$ cat config.mk
export PLATFORM = sky130hd
export DESIGN_NAME = sif_bridge_flat
export DESIGN_NICKNAME = d
export VERILOG_FILES = /design/src/rtl/sif_bridge_if.sv /design/src/rtl/sif_bridge.sv /design/src/flat_wrapper.sv
export SDC_FILE = /design/constraint.sdc
export NUM_CORES = 1
export LEC_CHECK = 0
export BUFFER_PORTS_ARGS = -buffer_cell sky130_fd_sc_hd__buf_2
export CORE_UTILIZATION = 61
export DETAILED_ROUTE_END_ITERATION = 16
export PLACE_DENSITY = 0.88
export SLEW_MARGIN = 30
export SYNTH_ARGS = -nofsm -noshare
export SYNTH_HDL_FRONTEND = slang
export SYNTH_SLANG_ARGS = --single-unit
$ cat constraint.sdc
create_clock -name clk -period 1.6 [get_ports clk]
set_clock_uncertainty 0.1 [all_clocks]
set_input_delay 0 -clock clk [delete_from_list [all_inputs] [get_ports clk]]
set_output_delay 0 -clock clk [all_outputs]
set_load 0.01 [all_outputs]
$ cat src/rtl/sif_bridge_if.sv
// SIF bus bundle: external access port (xa_*) and write-forward port (wa_*).
// The bridge sits on the slave side; the environment drives xa and watches wa.
interface sif_bridge_if #(
  parameter int DW = 16,
  parameter int AW = 16
);
  logic [AW-1:0] xa_addr;
  logic [DW-1:0] xa_data_wr;
  logic          xa_wr_s;
  logic          xa_rd_s;
  logic [DW-1:0] xa_data_rd;
  logic [AW-1:0] wa_addr;
  logic [DW-1:0] wa_data_wr;
  logic          wa_wr_s;

  modport master (
    output xa_addr, xa_data_wr, xa_wr_s, xa_rd_s,
    input  xa_data_rd, wa_addr, wa_data_wr, wa_wr_s
  );

  modport slave (
    input  xa_addr, xa_data_wr, xa_wr_s, xa_rd_s,
    output xa_data_rd, wa_addr, wa_data_wr, wa_wr_s
  );
endinterface

$ cat src/rtl/sif_bridge.sv
// SIF register bank with write forwarding: DEPTH x DW registers accessed from xa,
// every accepted xa write re-issued on wa with a one-cycle registered pulse.
module sif_bridge #(
  parameter int DW    = 16,
  parameter int AW    = 16,
  parameter int DEPTH = 16
) (
  input logic        clk,
  input logic        rst_n,
  sif_bridge_if.slave bus
);
  localparam int          IW      = (DEPTH > 1) ? $clog2(DEPTH) : 1;
  localparam logic [AW:0] DEPTH_W = (AW + 1)'(DEPTH);

  logic [DW-1:0] bank_r [DEPTH];
  logic [DW-1:0] xa_data_rd_r;
  logic [AW-1:0] wa_addr_r;
  logic [DW-1:0] wa_data_wr_r;
  logic          wa_wr_r;

  logic          in_range_s;
  logic          wr_s;
  logic          rd_s;
  logic          wr_hit_s;
  logic [IW-1:0] idx_s;
  logic [DW-1:0] rd_data_s;

  // Decode: range check on the full address, write wins over a simultaneous read.
  always_comb begin
    in_range_s = ({1'b0, bus.xa_addr} < DEPTH_W);
    idx_s      = bus.xa_addr[IW-1:0];
    wr_s       = bus.xa_wr_s;
    rd_s       = bus.xa_rd_s & ~bus.xa_wr_s;
    wr_hit_s   = wr_s & in_range_s;
    if (in_range_s) begin
      rd_data_s = bank_r[idx_s];
    end else begin
      rd_data_s = {DW{1'b0}};
    end
  end

  // Register bank storage; only in-range writes land here.
  always_ff @(posedge clk or negedge rst_n) begin
    if (!rst_n) begin
      for (int i = 0; i < DEPTH; i++) begin
        bank_r[i] <= {DW{1'b0}};
      end
    end else begin
      for (int i = 0; i < DEPTH; i++) begin
        if (wr_hit_s && (idx_s == IW'(i))) begin
          bank_r[i] <= bus.xa_data_wr;
        end
      end
    end
  end

  // Forward path: every write is re-issued on wa regardless of address.
  always_ff @(posedge clk or negedge rst_n) begin
    if (!rst_n) begin
      wa_addr_r    <= {AW{1'b0}};
      wa_data_wr_r <= {DW{1'b0}};
      wa_wr_r      <= 1'b0;
    end else if (wr_s) begin
      wa_addr_r    <= bus.xa_addr;
      wa_data_wr_r <= bus.xa_data_wr;
      wa_wr_r      <= 1'b1;
    end else begin
      wa_wr_r      <= 1'b0;
    end
  end

  // Read return register holds until the next accepted read.
  always_ff @(posedge clk or negedge rst_n) begin
    if (!rst_n) begin
      xa_data_rd_r <= {DW{1'b0}};
    end else if (rd_s) begin
      xa_data_rd_r <= rd_data_s;
    end
  end

  assign bus.xa_data_rd = xa_data_rd_r;
  assign bus.wa_addr    = wa_addr_r;
  assign bus.wa_data_wr = wa_data_wr_r;
  assign bus.wa_wr_s    = wa_wr_r;

endmodule

$ cat src/flat_wrapper.sv
// flat-port wrapper written by rule: the top's interface ports become plain ports
module sif_bridge_flat 
#(
  parameter int DW    = 16,
  parameter int AW    = 16,
  parameter int DEPTH = 16
)
  (clk, rst_n, bus_xa_addr, bus_xa_data_wr, bus_xa_wr_s, bus_xa_rd_s, bus_xa_data_rd, bus_wa_addr, bus_wa_data_wr, bus_wa_wr_s);
  sif_bridge_if #(.DW(DW), .AW(AW)) bus_i ();
  input logic clk;
  input logic rst_n;
  input wire logic [$bits(bus_i.xa_addr)-1:0] bus_xa_addr;
  input wire logic [$bits(bus_i.xa_data_wr)-1:0] bus_xa_data_wr;
  input wire logic [$bits(bus_i.xa_wr_s)-1:0] bus_xa_wr_s;
  input wire logic [$bits(bus_i.xa_rd_s)-1:0] bus_xa_rd_s;
  output wire logic [$bits(bus_i.xa_data_rd)-1:0] bus_xa_data_rd;
  output wire logic [$bits(bus_i.wa_addr)-1:0] bus_wa_addr;
  output wire logic [$bits(bus_i.wa_data_wr)-1:0] bus_wa_data_wr;
  output wire logic [$bits(bus_i.wa_wr_s)-1:0] bus_wa_wr_s;
  assign bus_i.xa_addr = bus_xa_addr;
  assign bus_i.xa_data_wr = bus_xa_data_wr;
  assign bus_i.xa_wr_s = bus_xa_wr_s;
  assign bus_i.xa_rd_s = bus_xa_rd_s;
  assign bus_xa_data_rd = bus_i.xa_data_rd;
  assign bus_wa_addr = bus_i.wa_addr;
  assign bus_wa_data_wr = bus_i.wa_data_wr;
  assign bus_wa_wr_s = bus_i.wa_wr_s;
  sif_bridge #(.DW(DW), .AW(AW), .DEPTH(DEPTH)) u_core (.clk(clk), .rst_n(rst_n), .bus(bus_i));
endmodule
After elaboration in Yosys (flattened, before gate mapping)
Index checks and enable logic that the tools add are counted.
Word-level totals
  flip-flop bits (word level): 305
  bits of input ports: 36
  output and inout bits: 49
  logic and storage cells: 63
Operators by class
  $lt $le $gt $ge: 2
  eq/ne operators: 15
  multiplexer cells: 5
  bitwise logic cells: 4
  reduce and logical (&&, ||, !) cells: 17
Operators by type and width (number)
  binary-select mux 16 bit (select 4 bit): 1
  two-way mux 16 bit: 3
  == test 4 bit (second input constant): 8
  == test 4 x 3 -> 1 bit (second input constant): 4
  logical AND 1 bit: 16
  less-than comparator 16 x 5 -> 1 bit (second input constant): 1
  == test 4 x 2 -> 1 bit (second input constant): 2
  greater-or-equal comparator 5 bit (second input constant): 1
  NOT 4 -> 5 bit: 1
  == test 4 x 1 -> 1 bit (second input constant): 1
  logical NOT 4 bit: 1
  AND 1 bit: 2
  two-way mux 1 bit: 1
  NOT 1 bit: 1

Depth between registers and ports, before layout
Gate-level depths: netlist (run 1).
  word-level depth: 5
  depth in mapped cells: 7
  mapped depth without buffers: 4

Worst setup path before layout (run 1)
No wires, ideal clock.
  path type: input-to-reg
  start point: input bus_xa_addr[6]
  end point: register u_core.bank_r[165] (netlist name)
  library setup time: 0.125 ns
  data arrival time: 1.626 ns
  required time: 1.375 ns
  slack: -0.251 ns
  stages on the path: 5
  buffers on the path: 1
  cell sequence: nor4_2 > nand4_1 > nor2_4 > buf_6 > mux2_2
Between the ends
  longest elaborated chain between the ends: 3
RTL lines
  start: declaration: RTL line flat_wrapper.sv:12  | input wire logic [$bits(bus_i.xa_addr)-1:0] bus_xa_addr;
  less-than comparator 16 x 5 -> 1 bit: RTL line sif_bridge.sv:30  | in_range_s = ({1'b0, bus.xa_addr} < DEPTH_W);
  AND 1 bit: RTL line sif_bridge.sv:34  | wr_hit_s = wr_s & in_range_s;
  logical AND 1 bit: RTL line sif_bridge.sv:50  | if (wr_hit_s && (idx_s == IW'(i))) begin
  end signal: indexed assignment: RTL line sif_bridge.sv:46  | bank_r[i] <= {DW{1'b0}};
  end signal: indexed assignment: RTL line sif_bridge.sv:51  | bank_r[i] <= bus.xa_data_wr;
  end: declaration: RTL line sif_bridge.sv:15  | logic [DW-1:0] bank_r [DEPTH];
No other way between the ends.
A chain may end at the register's enable or synchronous reset.

Final worst setup path (run 1)
  start point: input bus_xa_wr_s
  end point: register u_core.xa_data_rd_r[5] (netlist: u_core.bus.xa_data_rd[5])
Between the ends
  longest elaborated chain between the ends: 2
RTL lines
  start: declaration: RTL line flat_wrapper.sv:14  | input wire logic [$bits(bus_i.xa_wr_s)-1:0] bus_xa_wr_s;
  NOT 1 bit: RTL line sif_bridge.sv:33  | rd_s = bus.xa_rd_s & ~bus.xa_wr_s;
  AND 1 bit: RTL line sif_bridge.sv:33
  end signal: assignment: RTL line sif_bridge.sv:75  | xa_data_rd_r <= {DW{1'b0}};
  end signal: assignment: RTL line sif_bridge.sv:77  | xa_data_rd_r <= rd_data_s;
  end: declaration: RTL line sif_bridge.sv:16  | logic [DW-1:0] xa_data_rd_r;
No other way between the ends.

==> metrics.log, run 1 <==
INFO  metric outcome = finished, violations left
INFO  metric violations = setup timing
INFO  metric max_clock_freq = 602 MHz
INFO  metric floorplan.initialDensity = 0.622
INFO  metric area.growth.synth_to_final = 21.5%
INFO  metric timing.rr.end = u_core.bus.xa_data_rd[6]
INFO  metric async_sr_flop_fraction = 1.00
INFO  metric cellLeakagePower = 8.00 nW
INFO  metric routabilityCongestion = 0.839
INFO  metric worst-endpoint-required = 1.93 ns
INFO  metric iteration_count_of_the_initial_detailed_routing_pass = 5
INFO  metric layout-drive-gt1-share = 0.518
INFO  metric worstReg2RegStart = u_core.bank_r[70]
INFO  metric yosys.area.top_type = dfrtp_1
INFO  metric finalSetupViolations = 17
INFO  metric htreeDepth = 1
INFO  metric worst_skew_pair.late_latency = 0.57 ns
INFO  metric synth_enable_flop_cells = 0
INFO  metric avgViaCountPerCell = 6.80
INFO  metric nets = 1087
INFO  metric cts_root_buffer = clkbuf_16
INFO  metric ys_types = 31
INFO  metric post-layout-total-power = 16.4 mW
INFO  metric slew_headroom = 0.514
INFO  metric hold_path_startpoint = bus_xa_addr[4]
INFO  metric timing_worst_setup_path_type = in -> reg
INFO  metric final-hold-violation-count = 0
INFO  metric critical_path.startpoint = bus_xa_wr_s
INFO  metric path_class_of_the_lowest_slack_min_delay_path = in -> reg
INFO  metric synth_nets = 918
INFO  metric wire_per_inst = 30.1 um
INFO  metric cts_buffers = 31
INFO  metric drcViolationCount = 0
INFO  metric placed_cell_area = 15000 um2
INFO  metric drv_cap = 0
INFO  metric drt_first_iter_violations = 1027
INFO  metric clk_transition_reported_paths = 0.06 ns
INFO  metric reg2regPathDepth = 3
INFO  metric slew_viol_final = 0
INFO  metric cp-end-kind = flop
INFO  metric clockBufferDepth = 3
INFO  metric pwr_cell_area = 994 nW/um2
INFO  metric number_of_global_route_vias_before_repair = 9823
INFO  metric num_io_pins = 85
INFO  metric floorplan.die.width = 151 um
INFO  metric nFillCells = 1056
INFO  metric mean_post_synth_cell_area = 15.4 um2
INFO  metric yosysSeqAreaShare = 0.562
INFO  metric tritoncts_clock_tree = done
INFO  metric wirelength = 40.7 mm
INFO  metric critical_path.endpoint = u_core.bus.xa_data_rd[5]
INFO  metric yosysWarningCount = 0
INFO  metric maximum_number_of_pins_on_one_net_before_global_route_repair = 72
INFO  metric worst-r2r-setup-slack = 0.04 ns
INFO  metric floorplan.die.height = 151 um
INFO  metric cp.arrival = 1.99 ns
INFO  metric tightestPinTransition = 0.728 ns
INFO  metric floorplan_die_area = 22900 um2
INFO  metric synth_seq_cells = 305
INFO  metric tritoncts_num_sinks = 305
INFO  metric place.port_buffers = 84
INFO  metric setup_ws = -0.0611 ns
INFO  metric core_area = 21800 um2
INFO  metric critical_path_peak_fanout = 11
INFO  metric synth_top_area_share = 0.562
INFO  metric post_synth_most_frequent_cells = dfrtp_1, mux2_2, mux2i_1
INFO  metric non_filler_cell_area_final = 16500 um2
INFO  metric synth_area = 13600 um2
INFO  metric ant_nets = 0
INFO  metric ys_dominant_reg_cell = dfrtp_1
INFO  metric maximum_vdd_drop = 0.000707 V
INFO  metric num_rows = 54
INFO  metric global_route_wire_length_before_repair = 61.0 mm
INFO  metric detailed_place_hpwl = 21.9 mm
INFO  metric synth_area_leaders = dfrtp_1, mux2_2, mux4_2, mux2i_1, a22o_1
INFO  metric synthesis.instances = 882
INFO  metric final_worst_path_period_share = 1.04
INFO  metric startpoint_type = input pin
INFO  metric vias = 9217
INFO  metric antenna_found_initial = 1
INFO  metric gr-usage-all-layers = 0.370
INFO  metric fin_crit = 1.66 ns
INFO  metric total_overflow_reported_by_the_global_router = 0
INFO  metric post-synth-top-count-cell = dfrtp_1
## layout by cell type, fill, tap and decap left out, drive strengths merged, types with 6 or more instances in the layout
master,instances
a22o,22
buf,161
clkbuf,44
clkinv,6
dfrtp,305
dlygate4sd3,37
mux2,288
mux2i,60
mux4,34
nand2,23
nor2,20
o22ai,15
o41ai,11
## per-layer routing
layer | share of wire | GRT usage | up-vias
met1 | 0.36 | 0.454 | 4731
met2 | 0.49 | 0.601 | 675
met4 | 0.061 | 0.212 | 2
met3 | 0.090 | 0.0880 | 196
met5 | 0.0015 | 0.0205 | -
li1 | - | - | 3613
## cells by family after synthesis
logic type / after synthesis / share of synthesized area
AO/OA/AOI/OAI: 60 / 0.0357
buffers and inverters: 64 / 0.0276
flip-flops: 305 / 0.562
multiplexers: 382 / 0.340
AND/OR/NAND/NOR: 71 / 0.0348
## critical path, stage by stage
cell           delay, ns
dlygate4sd3_1       0.59
clkbuf_4            0.22
nor2b_2             0.18
nand4_1             0.13
buf_4               0.22
buf_12              0.16
o41ai_1             0.45
## final cells by class
type | count | area [um2] | share of cell area
Timing Repair Buffer | 200 | 1860 | 0.113
Sequential cell | 305 | 7630 | 0.463
Clock buffer | 43 | 871 | 0.0528
Multi-Input combinational cell | 513 | 5620 | 0.340
Tap cell | 280 | 350 | 0.0212
Clock inverter | 13 | 166 | 0.0101
Antenna cell | 1 | 2.50 | 0.000152
## flip-flops by register name (all words and copies together) (netlist names)
signal                 flops
u_core.bus.wa_addr        16
u_core.bus.wa_data_wr     16
u_core.bank_r            256
u_core.bus.wa_wr_s         1
u_core.bus.xa_data_rd     16
## power by group
part,internal (mW),switching (mW)
Combinational,0.444,0.716
Clock,4.29,3.09
Sequential,7.80,0.0564
Total,12.5,3.87
## through the flow
stage	hold slack, ns	instances	worst slack [ns]	util	TNS, ns
finish	0.0177	1355	-0.0611	0.756	-0.367
floorplan	-0.396	882	-0.132	-	-21.04
global route	0.0395	1355	-0.00412	0.756	-0.00821
global placement	-0.211	1259	-0.146	0.689	-31.78
CTS	0.0168	1354	0.0183	0.755	0
detailed placement	-0.208	1259	-0.242	0.689	-46.58
## worst min path at each step
stage                                 to  depth (start not counted)  slack [ns]
6_report       u_core.bus.xa_data_rd[14]                          5        0.02
5_1_grt        u_core.bus.xa_data_rd[14]                          5        0.04
4_1_cts         u_core.bus.xa_data_rd[9]                          4        0.02
3_5_place_dp          u_core.bank_r[137]                          1       -0.21
3_3_place_gp          u_core.bank_r[141]                          1       -0.21
2_1_floorplan           u_core.bank_r[0]                          0       -0.40
## what timing repair did
item,4_1_cts,5_1_grt
buffers inserted,0,0
setup endpoints to repair,0,7
resized for setup,0,7
hold buffers,39,0
hold endpoints to repair,598,0
Power figures use the tool's default switching activity.
==> inputs of run 2 (changes only) <==
--- a/config.mk
+++ b/config.mk
@@ -6,9 +6,9 @@
 export NUM_CORES = 1
 export LEC_CHECK = 0
 export BUFFER_PORTS_ARGS = -buffer_cell sky130_fd_sc_hd__buf_2
-export CORE_UTILIZATION = 61
+export CORE_UTILIZATION = 55
 export DETAILED_ROUTE_END_ITERATION = 16
-export PLACE_DENSITY = 0.88
+export PLACE_DENSITY = 0.84
 export SLEW_MARGIN = 30
 export SYNTH_ARGS = -nofsm -noshare
 export SYNTH_HDL_FRONTEND = slang
==> constraint.sdc (replaced) <==
create_clock -name clk -period 1.5 [get_ports clk]
set_clock_uncertainty 0.1 [all_clocks]
set_input_delay 0 -clock clk [delete_from_list [all_inputs] [get_ports clk]]
set_output_delay 0 -clock clk [all_outputs]
set_load 0.01 [all_outputs]
==> run 2 against run 1 <==
The run now ends clean. Count of clock-buffer cells in the layout is 1 higher. Sequential cell count stayed put. Cell area is 0.87% higher. First-iteration DRC count is 30% lower. Total power is 8.1% higher. Via count is 6.8% lower. Clock power is 9.9% higher. Combinational power is 6% higher. Highest routed layer is now met4. Sequential share of layout area is 0.40 points lower. Die area is 11% higher. Cell count is 4.1% higher. Sequential power is 6.6% higher.
==> metrics.log, run 2 (same netlist as run 1, synthesis figures left out) <==
INFO  metric outcome = finished, final reports clean
INFO  metric worst-r2r-setup-slack = 0.01 ns (-0.03 ns)
INFO  metric pwr_cell_area = 1060 nW/um2 (+7.1%)
INFO  metric htreeDepth = 1 (unchanged)
INFO  metric worst_skew_pair.late_latency = 0.55 ns (-0.02 ns)
INFO  metric final_worst_path_period_share = 0.992
INFO  metric cp.arrival = 1.81 ns (-0.18 ns)
INFO  metric place.port_buffers = 84 (unchanged)
INFO  metric hold_depth = 4 (-1)
INFO  metric path_class_of_the_lowest_slack_min_delay_path = in -> reg
INFO  metric setup_total_negative_slack = 0 ns (+0.367 ns)
INFO  metric num_io_pins = 85 (unchanged)
INFO  metric cts_buffers = 30 (-3.2%)
INFO  metric slew_viol_final = 0 (unchanged)
INFO  metric timing_worst_setup_path_type = reg -> reg
INFO  metric worst_path_cell_chain = mux4_2 -> o22ai_2 -> buf_4 -> o41ai_1
INFO  metric clockBufferDepth = 3 (unchanged)
INFO  metric tritoncts_clock_tree = done
INFO  metric multi_input_area = 5660 um2 (+0.78%)
INFO  metric internal-power = 13.8 mW (+9.9%)
INFO  metric worst-path-buf-inv = 1 (-3)
INFO  metric area.growth.synth_to_final = 22.6%
INFO  metric leading_cell_type_in_the_layout_fill_and_taps_excluded = dfrtp_1
INFO  metric dp_cells = 1316 (+4.5%)
INFO  metric nets = 1096 (+0.83%)
INFO  metric cellLeakagePower = 8.09 nW (+1.1%)
INFO  metric floorplan.die.width = 159 um (+5.2%)
INFO  metric switching_share = 0.223 (-0.0128)
INFO  metric finalSetupViolations = 0 (-17)
INFO  metric ant_nets = 0 (unchanged)
INFO  metric drv_cap = 0 (unchanged)
INFO  metric maximum_number_of_pins_on_one_net_before_global_route_repair = 72 (unchanged)
INFO  metric floorplan_die_area = 25300 um2 (+11%)
INFO  metric critical_path_peak_fanout = 2 (-9)
INFO  metric wire_per_inst = 24.4 um (-19%)
INFO  metric cp_slowest_stage_delay = 0.49 ns (-0.10 ns)
INFO  metric number_of_global_route_vias_before_repair = 9378 (-4.5%)
INFO  metric total_overflow_reported_by_the_global_router = 0 (unchanged)
INFO  metric startpoint_type = flop
INFO  metric floorplan.die.height = 159 um (+5.2%)
INFO  metric reg2regPathDepth = 4 (+1)
INFO  metric detailedPlace.worstSlack = -0.322 ns (-0.0802 ns)
INFO  metric cts_root_buffer = clkbuf_16
INFO  metric highest_count_cells_in_the_layout_ignoring_fill_and_taps = dfrtp_1, mux2_2, buf_2
INFO  metric largest-register = u_core.bank_r
INFO  metric power.combinational.fraction = 0.070 (about the same)
INFO  metric wirelength = 34.5 mm (-15%)
INFO  metric power.sequential.fraction = 0.472 (-0.007)
INFO  metric num_rows = 57 (+5.6%)
INFO  metric worstReg2RegStart = u_core.bank_r[96]
INFO  metric clock_power_share = 0.458 (+0.008)
INFO  metric worst-endpoint-required = 1.82 ns (-0.11 ns)
INFO  metric clk_transition_reported_paths = 0.06 ns (about the same)
INFO  metric layout-drive-gt1-share = 0.532 (+0.0146)
INFO  metric drcViolationCount = 0 (unchanged)
INFO  metric floorplan.initialDensity = 0.560 (-0.0622)
INFO  metric antenna_found_initial = 3 (+2)
INFO  metric global_route_wire_length_before_repair = 54.7 mm (-10%)
INFO  metric worst_hold_path.endpoint = u_core.bus.wa_addr[1]
INFO  metric slew_headroom = 0.552 (+0.0383)
INFO  metric net-switching-power = 3.95 mW (+2.2%)
INFO  metric fin_crit = 1.49 ns
INFO  metric setup_ws = 0.0117 ns (+0.0728 ns)
INFO  metric drt_first_iter_violations = 724 (-30%)
INFO  metric cp-end-kind = flop
INFO  metric avgViaCountPerCell = 6.09 (-11%)
INFO  metric routabilityCongestion = 0.855 (+1.9%)
INFO  metric nFillCells = 1454 (+38%)
INFO  metric final-hold-violation-count = 0 (unchanged)
INFO  metric finalNonFillerCells = 1411 (+4.1%)
INFO  metric core_area = 24200 um2 (+11%)
INFO  metric critPathTopFamily = multiplexers
INFO  metric seqCellArea = 7630 um2 (unchanged)
INFO  metric tightestPinTransition = 0.669 ns (-0.0592 ns)
INFO  metric maximum_vdd_drop = 0.000831 V (+17%)
INFO  metric max_clock_freq = 672 MHz
INFO  metric tritoncts_num_sinks = 305 (unchanged)
INFO  metric vias = 8587 (-6.8%)
INFO  metric timing.rr.end = u_core.bus.xa_data_rd[0]
INFO  metric iteration_count_of_the_initial_detailed_routing_pass = 5 (unchanged)
INFO  metric slowest_stage = mux4_2
INFO  metric hold_path_startpoint = bus_xa_addr[1]
INFO  metric largest_register_ffs = 256 (unchanged)
INFO  metric detailed_place_hpwl = 21.1 mm (-3.6%)
INFO  metric gr-usage-all-layers = 0.280 (-0.0903)
INFO  metric cts_setup_buffers = 0 (unchanged)
-- run 2: layer usage --
| metal | wire (um) | vias up | global-route usage |
|---|---|---|---|
| met1 | 14000 | 4611 | 0.366 |
| met3 | 1830 | 52 | 0.0396 |
| met2 | 17800 | 290 | 0.485 |
| met5 | 0 | - | 0 |
| li1 | - | 3634 | - |
| met4 | 788 | 0 | 0.0918 |
-- run 2: final cells by class --
type	count	area share
Antenna cell	3	0.000451
Timing Repair Buffer	210	0.110
Tap cell	324	0.0244
Multi-Input combinational cell	513	0.340
Clock inverter	12	0.0105
Clock buffer	44	0.0556
Sequential cell	305	0.459
-- run 2: worst max-delay path by stage --
stage                            from                   endpoint  slack, ns  cells after the start
finish              u_core.bank_r[96]   u_core.bus.xa_data_rd[0]       0.01                      4
global route        u_core.bank_r[64]   u_core.bus.xa_data_rd[0]      -0.01                      4
CTS                 u_core.bank_r[74]  u_core.bus.xa_data_rd[10]      0.001                      3
detailed placement     bus_xa_addr[0]         u_core.bank_r[213]      -0.32                      8
global placement      bus_xa_addr[14]         u_core.bank_r[155]      -0.30                      8
floorplan             bus_xa_addr[13]         u_core.bank_r[197]      -0.23                      5
-- run 2: metrics by stage --
step	power, mW	hold slack [ns]	utilization	cell area [um2]
after floorplan	8.98	-0.396	-	13600
after global placement	9.59	-0.183	0.623	15100
after detailed placement	9.62	-0.189	0.623	15100
after CTS	17.7	0.0116	0.684	16600
after global routing	18.2	0.0333	0.686	16600
final	17.7	0.0433	0.686	16600
-- run 2: power by group through the flow --
stage	Clock, mW	Combinational [mW]	Sequential, mW
6_report	8.12	1.23	8.37
5_1_grt	8.53	1.31	8.37
4_1_cts	8.16	1.21	8.36
3_5_place_dp	0	1.11	8.51
3_3_place_gp	0	1.09	8.50
2_1_floorplan	0	0.424	8.56
-- run 2: what timing repair did --
item / in CTS / in global routing
cloned: 0 / 0
endpoints found under the setup margin: 4 / 5
hold endpoints to repair: 608 / 0
hold buffers: 36 / 0
resized for setup: 4 / 7
-- run 2: worst reg2reg max path: cells and delay by family, from the launching register on --
family | cells | cell delay, ns
AO/OA/AOI/OAI | 2 | 0.24
flip-flops | 1 | 0.39
multiplexers | 1 | 0.49
buffers and inverters | 1 | 0.15
